### src/rtl/asip_pkg.sv
// asip_pkg: opcodes, ALU controls, flag positions and sequencer states shared
// by the decode, sequencer and ALU blocks.
package asip_pkg;
   typedef enum logic [3:0] {OP_MOV = 4'b0000, OP_SUBS = 4'b0001, OP_ADDS = 4'b0100} op_e;
   localparam logic [3:0] ALU_SUB = 4'b0010;
   localparam logic [3:0] ALU_ADD = 4'b0100;
   localparam int FLAG_N = 3;
   localparam int FLAG_Z = 2;
   localparam int FLAG_C = 1;
   localparam int FLAG_V = 0;
   typedef enum logic [2:0] {S_IDLE, S_A_REQ, S_B_REQ, S_B_LAT, S_EXEC, S_WB} seq_state_e;
   function automatic logic op_supported(input logic [3:0] op);
      return op == OP_MOV || op == OP_SUBS || op == OP_ADDS;
   endfunction
endpackage

### src/rtl/alu_op_sequencer_if.sv
// alu_op_sequencer_if: instruction issue handshake from decode to the sequencer.
interface alu_op_sequencer_if #(
   parameter int REG_ADDR_W = 4,
   parameter int IMM_W      = 16
);
   logic                  valid;
   logic                  ready;
   logic [3:0]            op;
   logic [REG_ADDR_W-1:0] rd;
   logic [REG_ADDR_W-1:0] rn;
   logic [REG_ADDR_W-1:0] rm;
   logic                  imm_sel;
   logic [IMM_W-1:0]      imm;
   logic                  set_flags;
   modport master (output valid, op, rd, rn, rm, imm_sel, imm, set_flags, input ready);
   modport slave  (input valid, op, rd, rn, rm, imm_sel, imm, set_flags, output ready);
endinterface

### src/rtl/alu_op_sequencer.sv
// alu_op_sequencer: runs one MOV/SUBS/ADDS instruction through the single
// register-file read port, the external ALU and a one-cycle write-back.
module alu_op_sequencer
   import asip_pkg::*;
#(
   parameter int DATA_W     = 32,
   parameter int REG_ADDR_W = 4,
   parameter int IMM_W      = 16,
   parameter int PC_REG     = 15
) (
   input  logic                  clk,
   input  logic                  reset,
   alu_op_sequencer_if.slave     issue,
   output logic [REG_ADDR_W-1:0] rf_read_reg,
   input  logic [DATA_W-1:0]     rf_read_value,
   output logic [3:0]            alu_control,
   output logic [DATA_W-1:0]     alu_a,
   output logic [DATA_W-1:0]     alu_b,
   input  logic [DATA_W-1:0]     alu_result,
   input  logic [3:0]            alu_flags,
   output logic                  rf_write_en,
   output logic [REG_ADDR_W-1:0] rf_write_reg,
   output logic [DATA_W-1:0]     rf_write_value,
   output logic [3:0]            flags,
   output logic                  done,
   output logic                  err
);
   seq_state_e            state;
   logic [3:0]            op_q;
   logic [REG_ADDR_W-1:0] rd_q;
   logic [REG_ADDR_W-1:0] rm_q;
   logic [IMM_W-1:0]      imm_q;
   logic                  imm_sel_q;
   logic                  set_flags_q;
   logic [DATA_W-1:0]     op1;
   logic [3:0]            exec_ctl;
   logic                  pc_dest;

   always_comb begin
      issue.ready = state == S_IDLE;
      exec_ctl    = op_q == OP_ADDS ? ALU_ADD : ALU_SUB;
      pc_dest     = rd_q == REG_ADDR_W'(PC_REG);
   end

   // Strobe outputs default low every cycle and are raised only on the edge into WB.
   always_ff @(posedge clk or negedge reset) begin
      if (!reset) begin
         state          <= S_IDLE;
         op_q           <= '0;
         rd_q           <= '0;
         rm_q           <= '0;
         imm_q          <= '0;
         imm_sel_q      <= 1'b0;
         set_flags_q    <= 1'b0;
         op1            <= '0;
         rf_read_reg    <= '0;
         alu_control    <= '0;
         alu_a          <= '0;
         alu_b          <= '0;
         rf_write_en    <= 1'b0;
         rf_write_reg   <= '0;
         rf_write_value <= '0;
         flags          <= '0;
         done           <= 1'b0;
         err            <= 1'b0;
      end else begin
         rf_write_en <= 1'b0;
         done        <= 1'b0;
         err         <= 1'b0;
         case (state)
            S_IDLE: if (issue.valid) begin
               op_q        <= issue.op;
               rd_q        <= issue.rd;
               rm_q        <= issue.rm;
               imm_q       <= issue.imm;
               imm_sel_q   <= issue.imm_sel;
               set_flags_q <= issue.set_flags;
               if (op_supported(issue.op)) begin
                  rf_read_reg <= issue.rn;
                  state       <= S_A_REQ;
               end else begin
                  rf_write_reg <= issue.rd;
                  done         <= 1'b1;
                  err          <= 1'b1;
                  state        <= S_WB;
               end
            end
            S_A_REQ: begin
               if (op_q != OP_MOV && !imm_sel_q) rf_read_reg <= rm_q;
               state <= S_B_REQ;
            end
            S_B_REQ: begin
               op1 <= rf_read_value;
               if (op_q == OP_MOV) begin
                  rf_write_reg   <= rd_q;
                  rf_write_value <= rf_read_value;
                  rf_write_en    <= !pc_dest;
                  done           <= 1'b1;
                  err            <= pc_dest;
                  state          <= S_WB;
               end else if (imm_sel_q) begin
                  alu_a       <= rf_read_value;
                  alu_b       <= DATA_W'(imm_q);
                  alu_control <= exec_ctl;
                  state       <= S_EXEC;
               end else state <= S_B_LAT;
            end
            S_B_LAT: begin
               alu_a       <= op1;
               alu_b       <= rf_read_value;
               alu_control <= exec_ctl;
               state       <= S_EXEC;
            end
            S_EXEC: begin
               if (set_flags_q) flags <= alu_flags;
               rf_write_reg   <= rd_q;
               rf_write_value <= alu_result;
               rf_write_en    <= !pc_dest;
               done           <= 1'b1;
               err            <= pc_dest;
               state          <= S_WB;
            end
            S_WB: state <= S_IDLE;
            default: state <= S_IDLE;
         endcase
      end
   end
endmodule

### src/flat_wrapper.sv
// flat-port wrapper written by rule: the top's interface ports become plain ports
module alu_op_sequencer_flat import asip_pkg::*;
#(
   parameter int DATA_W     = 32,
   parameter int REG_ADDR_W = 4,
   parameter int IMM_W      = 16,
   parameter int PC_REG     = 15
)
  (clk, reset, rf_read_reg, rf_read_value, alu_control, alu_a, alu_b, alu_result, alu_flags, rf_write_en, rf_write_reg, rf_write_value, flags, done, err, issue_valid, issue_op, issue_rd, issue_rn, issue_rm, issue_imm_sel, issue_imm, issue_set_flags, issue_ready);
  alu_op_sequencer_if #(.REG_ADDR_W(REG_ADDR_W), .IMM_W(IMM_W)) issue_i ();
  input  logic clk;
  input  logic reset;
  output logic [REG_ADDR_W-1:0] rf_read_reg;
  input  logic [DATA_W-1:0] rf_read_value;
  output logic [3:0] alu_control;
  output logic [DATA_W-1:0] alu_a;
  output logic [DATA_W-1:0] alu_b;
  input  logic [DATA_W-1:0] alu_result;
  input  logic [3:0] alu_flags;
  output logic rf_write_en;
  output logic [REG_ADDR_W-1:0] rf_write_reg;
  output logic [DATA_W-1:0] rf_write_value;
  output logic [3:0] flags;
  output logic done;
  output logic err;
  input wire logic [$bits(issue_i.valid)-1:0] issue_valid;
  input wire logic [$bits(issue_i.op)-1:0] issue_op;
  input wire logic [$bits(issue_i.rd)-1:0] issue_rd;
  input wire logic [$bits(issue_i.rn)-1:0] issue_rn;
  input wire logic [$bits(issue_i.rm)-1:0] issue_rm;
  input wire logic [$bits(issue_i.imm_sel)-1:0] issue_imm_sel;
  input wire logic [$bits(issue_i.imm)-1:0] issue_imm;
  input wire logic [$bits(issue_i.set_flags)-1:0] issue_set_flags;
  output wire logic [$bits(issue_i.ready)-1:0] issue_ready;
  assign issue_i.valid = issue_valid;
  assign issue_i.op = issue_op;
  assign issue_i.rd = issue_rd;
  assign issue_i.rn = issue_rn;
  assign issue_i.rm = issue_rm;
  assign issue_i.imm_sel = issue_imm_sel;
  assign issue_i.imm = issue_imm;
  assign issue_i.set_flags = issue_set_flags;
  assign issue_ready = issue_i.ready;
  alu_op_sequencer #(.DATA_W(DATA_W), .REG_ADDR_W(REG_ADDR_W), .IMM_W(IMM_W), .PC_REG(PC_REG)) u_core (.clk(clk), .reset(reset), .issue(issue_i), .rf_read_reg(rf_read_reg), .rf_read_value(rf_read_value), .alu_control(alu_control), .alu_a(alu_a), .alu_b(alu_b), .alu_result(alu_result), .alu_flags(alu_flags), .rf_write_en(rf_write_en), .rf_write_reg(rf_write_reg), .rf_write_value(rf_write_value), .flags(flags), .done(done), .err(err));
endmodule
### config.mk
export PLATFORM = sky130hd
export DESIGN_NAME = alu_op_sequencer_flat
export DESIGN_NICKNAME = d
export VERILOG_FILES = /design/src/rtl/asip_pkg.sv /design/src/rtl/alu_op_sequencer_if.sv /design/src/rtl/alu_op_sequencer.sv /design/src/flat_wrapper.sv
export SDC_FILE = /design/constraint.sdc
export NUM_CORES = 1
export LEC_CHECK = 0
export CAP_MARGIN = 20
export CORE_MARGIN = 1
export CORE_UTILIZATION = 45
export CTS_CLUSTER_SIZE = 28
export DETAILED_ROUTE_END_ITERATION = 10
export PLACE_DENSITY = 0.81
export SETUP_SLACK_MARGIN = 0.5
export SYNTH_ARGS = -nofsm -noshare
export SYNTH_HDL_FRONTEND = slang
export SYNTH_SLANG_ARGS = --single-unit
### constraint.sdc
create_clock -name clk -period 2 [get_ports clk]
set_clock_uncertainty 0.05 [all_clocks]
set_input_delay 0.4 -clock clk [delete_from_list [all_inputs] [get_ports clk]]
set_output_delay 0.4 -clock clk [all_outputs]
set_load 0.01 [all_outputs]
Yosys cells after proc, flatten, opt, wreduce, memory -nomap -nowiden:

Index checks and enable logic that the tools add are counted.

* register bits after elaboration: 180
* latch bits: 0
* RAM bits: 0
* bits in read-only memories: 0
* bits of input ports: 105
* output and inout port bits: 116
* logic and storage cells: 85
* memories kept: 0

* add/subtract/negate cells: 0
* multiply operators: 0
* div/mod/pow operators: 0
* $lt $le $gt $ge: 0
* equal/unequal tests: 15
* shift operators: 0
* multiplexer cells: 33
* bitwise operators: 0
* reduce and logical (&&, ||, !) cells: 19

Operator list (count)
* $pmux W32 S2: 3
* $mux W32: 5
* $mux W4: 8
* $pmux W4 S2: 2
* $mux W3: 5
* $pmux W3 S5: 1
* $pmux W4 S3: 1
* $eq A4 B3 Y1 const B: 2
* $logic_not A4 Y1: 2
* $ne A2 B1 Y1 const B: 4
* $reduce_and A4 Y1: 2
* $eq A3 B2 Y1 const B: 2
* $ne A2 B2 Y1 const B: 3
* $pmux W1 S3: 2
* $reduce_and A2 Y1: 3
* $reduce_bool A2 Y1: 3
* $mux W1: 5
* $eq A4 B1 Y1 const B: 1
* $eq A4 B4 Y1 const B: 1
* $reduce_bool A4 Y1: 1
* $eq A3 B1 Y1 const B: 1
* $eq A3 B3 Y1 const B: 1
* $logic_not A3 Y1: 1
* $reduce_and A3 Y1: 1
* other kinds (5): 7

Longest topological paths before layout:

* depth in word-level cells: 6
* gate-level depth with buffers: 8
* gate-level depth less buffers: 4

Least setup slack after synthesis:

No wires, ideal clock.

* path type: reg2reg
* from: register u_core.state[1]
* to: register u_core.imm_q[0]
* library setup time: 125 ps
* arrival: 1567 ps
* required time: 1825 ps
* path slack: 258 ps
* cell stages (with the launch flop): 5
* buffers on the path: 2
* period minus slack after synthesis: 1742 ps
* cell sequence: dfrtp_1 buf_6 nor4b_2 buf_2 mux2_2

* cells in the longest elaborated chain, start to end: 2

Ends and longest elaborated chain
* start, declared: line alu_op_sequencer.sv:28 `seq_state_e state;`
* start signal, assigned: line alu_op_sequencer.sv:48 `state <= S_IDLE;`
* start signal, assigned: line alu_op_sequencer.sv:80 `state <= S_A_REQ;`
* start signal, assigned: line alu_op_sequencer.sv:85 `state <= S_WB;`
* $logic_not A3 Y1: line alu_op_sequencer.sv:70 `case (state)`
* $reduce_and A2 Y1 (no line)
* end signal, assigned: line alu_op_sequencer.sv:75 `imm_q <= issue.imm;`
* end, declared: line alu_op_sequencer.sv:32 `logic [IMM_W-1:0] imm_q;`

Every way passes these cells.
A chain may end at the register's enable or synchronous reset.

Worst setup path after layout:

* from: register u_core.op_q[1]
* to: register u_core.alu_b[2]

* cells in the longest elaborated chain, start to end: 3

Ends and longest elaborated chain
* start, declared: line alu_op_sequencer.sv:29 `logic [3:0] op_q;`
* start signal, assigned: line alu_op_sequencer.sv:72 `op_q <= issue.op;`
* $logic_not A4 Y1: line alu_op_sequencer.sv:94 `if (op_q == OP_MOV) begin`
* $ne A2 B2 Y1 (no line)
* $reduce_and A3 Y1 (no line)
* end signal, assigned: line alu_op_sequencer.sv:103 `alu_b <= DATA_W'(imm_q);`
* end signal, assigned: line alu_op_sequencer.sv:110 `alu_b <= rf_read_value;`
* end, declared: line alu_op_sequencer.sv:18 `output logic [DATA_W-1:0] alu_b,`

Every way passes these cells.

==> Implementation_results.wiki <==
{| class="wikitable"
! Metric !! Value
|-
| Number of synthesized flops with an enable pin || 0
|-
| Number of CTS-inserted buffers || 17
|-
| Max clock buf depth || 2
|-
| Global-route wire length before repair || 36400 um
|-
| Fraction of the cycle the final worst path needs || 0.948
|-
| Maximum number of pins on one net before global-route repair || 47
|-
| Setup repair after global routing missed its margin || yes
|-
| Row cnt || 46
|-
| Worst hold path class || input port to asynchronous set/reset pin
|-
| Internal || 13.1 mW
|-
| NetSw || 7.80 mW
|-
| Final routed wirelength across all metal layers || 28000 um
|-
| Required time of the critical path || 2300 ps
|-
| Proportion of synthesized chip area in sequential cells || 0.590
|-
| Total of endpoints with negative setup slack in the final report || 0
|-
| Fraction of layout instances using a drive strength above 1 || 0.452
|-
| Antenna violations before repair || 1
|-
| Skew-Pair Late Insertion Delay || 430 ps
|-
| Starting density of the core || 0.468
|-
| Type of origin of the critical path || register
|-
| Half-perimeter wire length after detailed placement || 13700 um
|-
| Routed length per placed instance || 23.6 um
|-
| Outcome || complete, no violations
|-
| Switching part of the total || 0.374
|-
| Global-route total usage across every layer || 0.273
|-
| Most instantiated flip-flop cell in the synthesis netlist || sky130_fd_sc_hd__dfrtp_1
|-
| Area of the die || 17300 um2
|-
| Classification of the worst setup path || register to register
|-
| 1st-pass router iterations || 5
|-
| Yosys warnings || 0
|-
| Weighted congestion at the end of routability-driven global placement || 0.847
|-
| Gr ovfl total || 0
|-
| Ratio of total power to cell area || 1670 nW/um2
|-
| Area grow syn2layout || 65.1%
|-
| Worst slew slack as a fraction of its limit || 0.668
|-
| Post-layout minimum cycle time || 1900 ps
|-
| Post-Synthesis Mean Instance Area || 12.2 um2
|-
| Register bit count reported by yosys || 178
|-
| Number of vias per cell after detailed routing || 5.64
|-
| Die width || 132 um
|-
| Count of mapped cells out of synthesis || 617
|-
| Arrival time at the worst endpoint || 2200 ps
|-
| Startpoint of the lowest-slack register-to-register path || u_core.op_q[1]
|-
| Vias post-DR || 6704
|-
| Combinational Power Share || 0.523
|-
| Capturing element type of the critical path || register
|-
| Netlist area before placement || 7550 um2
|-
| Vias in the first global route || 6521
|-
| Post-Route Hold Slack || 429 ps
|-
| DP Worst Slack || -97.8 ps
|-
| Starting DRT DRC Count || 445
|-
| Number of H-tree levels || 4
|-
| Antenna viol nets, final || 0
|-
| Maximum fanout along the worst path || 8
|-
| Most frequent standard cell in the layout excluding fill and tap cells || sky130_fd_sc_hd__dfrtp_1
|-
| Relative contribution of the clock network to total power || 0.155
|-
| CTS tree || done
|-
| Source of the critical timing path || u_core.op_q[1]
|-
| CTS Root Cell || sky130_fd_sc_hd__clkbuf_16
|-
| Final number of max-transition violations || 0
|-
| Commonest cells after routing, fill and taps aside || 175 x sky130_fd_sc_hd__dfrtp_1, 103 x sky130_fd_sc_hd__clkdlybuf4s50_1, 91 x sky130_fd_sc_hd__buf_2
|-
| Number of design rule violations left after detail routing || 0
|-
| Clock-pin slew of the registers on the worst-case setup and hold paths || 70 ps
|-
| Final core occ || 0.774
|-
| Asr flop ratio synth || 1.00
|-
| Maximum vdd ir drop || 917 uV
|-
| Final-report hold violation count || 0
|-
| Net count of the finished layout || 1064
|-
| Unique cell type count in the Yosys netlist || 38
|-
| Maxcap violations || 0
|-
| Proportion of power drawn by flip-flops and latches || 0.322
|-
| Diodes inserted || 0
|-
| Count of input and output buffers || 218
|-
| Max frequency || 527 MHz
|-
| Actual slew at the worst max-slew pin || 495 ps
|-
| Setup WS post-layout || 104 ps
|-
| Static leakage || 5.93 nW
|-
| Core area || 16100 um2
|-
| Count of boundary I/O pins || 221
|-
| Chip height || 132 um
|-
| Count of clock tree sinks || 178
|}
-- synthesized netlist by cell type, types with 3 or more instances --
master | count | area share
sky130_fd_sc_hd__clkbuf_1 | 7 | 0.0035
sky130_fd_sc_hd__a21oi_1 | 6 | 0.0040
sky130_fd_sc_hd__o21ai_0 | 80 | 0.053
sky130_fd_sc_hd__nand2_1 | 105 | 0.052
sky130_fd_sc_hd__buf_4 | 3 | 0.0030
sky130_fd_sc_hd__dfrtp_1 | 178 | 0.59
sky130_fd_sc_hd__o21ai_1 | 5 | 0.0033
sky130_fd_sc_hd__mux2i_1 | 88 | 0.12
sky130_fd_sc_hd__mux2_2 | 61 | 0.091
sky130_fd_sc_hd__nor3_1 | 4 | 0.0027
sky130_fd_sc_hd__buf_6 | 5 | 0.0075
sky130_fd_sc_hd__buf_2 | 27 | 0.018
sky130_fd_sc_hd__nor2_1 | 6 | 0.0030
sky130_fd_sc_hd__a22o_1 | 16 | 0.019
sky130_fd_sc_hd__inv_1 | 3 | 0.0015
-- power groups by stage --
stage	logic [mW]	clock network [mW]	registers [mW]
5_1_grt	11.5	3.39	6.86
2_1_floorplan	4.13	0	6.82
6_report	10.9	3.23	6.72
3_5_place_dp	7.96	0	6.53
4_1_cts	8.67	3.21	6.47
3_3_place_gp	7.68	0	6.41
-- worst paths after layout --
check	to	slack, ps	cells after the start
worst min-delay path	u_core.alu_a[19]	430	2
max in group asynchronous	u_core.alu_a[17]	790	3
worst max register to register	u_core.alu_b[2]	100	7
worst max-delay path	u_core.alu_b[2]	100	7
min in group clk	u_core.rf_write_value[11]	440	2
worst min register to register	u_core.rf_write_value[11]	440	2
-- timing repair --
item | in CTS | in global routing
resized for setup | 412 | 204
pin swaps | 10 | 41
hold buffers | 1 | 0
endpoints found under the setup margin | 289 | 238
endpoints found under the hold margin | 40 | 0
buffers inserted | 35 | 51
cloned | 15 | 16
-- kinds of logic (layout without fill, tap and decap cells) --
family,Yosys count,after routing,share of synthesized area
other,1,2,0.000497
flip-flops,178,178,0.590
buffers and inverters,45,397,0.0333
AND/OR/NAND/NOR,127,127,0.0749
multiplexers,149,149,0.208
AO/OA/AOI/OAI,117,119,0.0936
-- worst max-delay path, cell delays in order (launching register included) --
cell and delay, ps:
sky130_fd_sc_hd__dfrtp_1 390, sky130_fd_sc_hd__o41a_1 520, sky130_fd_sc_hd__o21ai_4 240, sky130_fd_sc_hd__buf_6 170, sky130_fd_sc_hd__buf_12 130, sky130_fd_sc_hd__buf_16 150, sky130_fd_sc_hd__nand2_2 60, sky130_fd_sc_hd__o21ai_1 100
-- cell type report --
class                   instances  area (um2)
clock buffers                  22         494
clock inverters                10        75.1
fillers                       931        3650
inverters                       3        11.3
multi-input cells             397        3510
flip-flops and latches        178        4460
well taps                     216         270
repair buffers                362        3650
-- metal layers --
metal  track usage  vias up  share of wire
met5             0        -              0
met4         0.105        0          0.034
met3        0.0586       68          0.057
met2         0.466      337           0.51
met1         0.339     3443           0.40
li1              -     2856              -
-- through the flow --
stage / std cells / total power [mW] / TNS (ps) / cell area, um2
after floorplan: 618 / 11.0 / 0 / 7870
after global placement: 1038 / 14.1 / -135 / 10300
after detailed placement: 1038 / 14.5 / -1640 / 10300
after CTS: 1121 / 18.4 / 0 / 11500
after global routing: 1188 / 21.7 / 0 / 12500
final: 1188 / 20.9 / 0 / 12500
(Power assumes the default switching activity.)
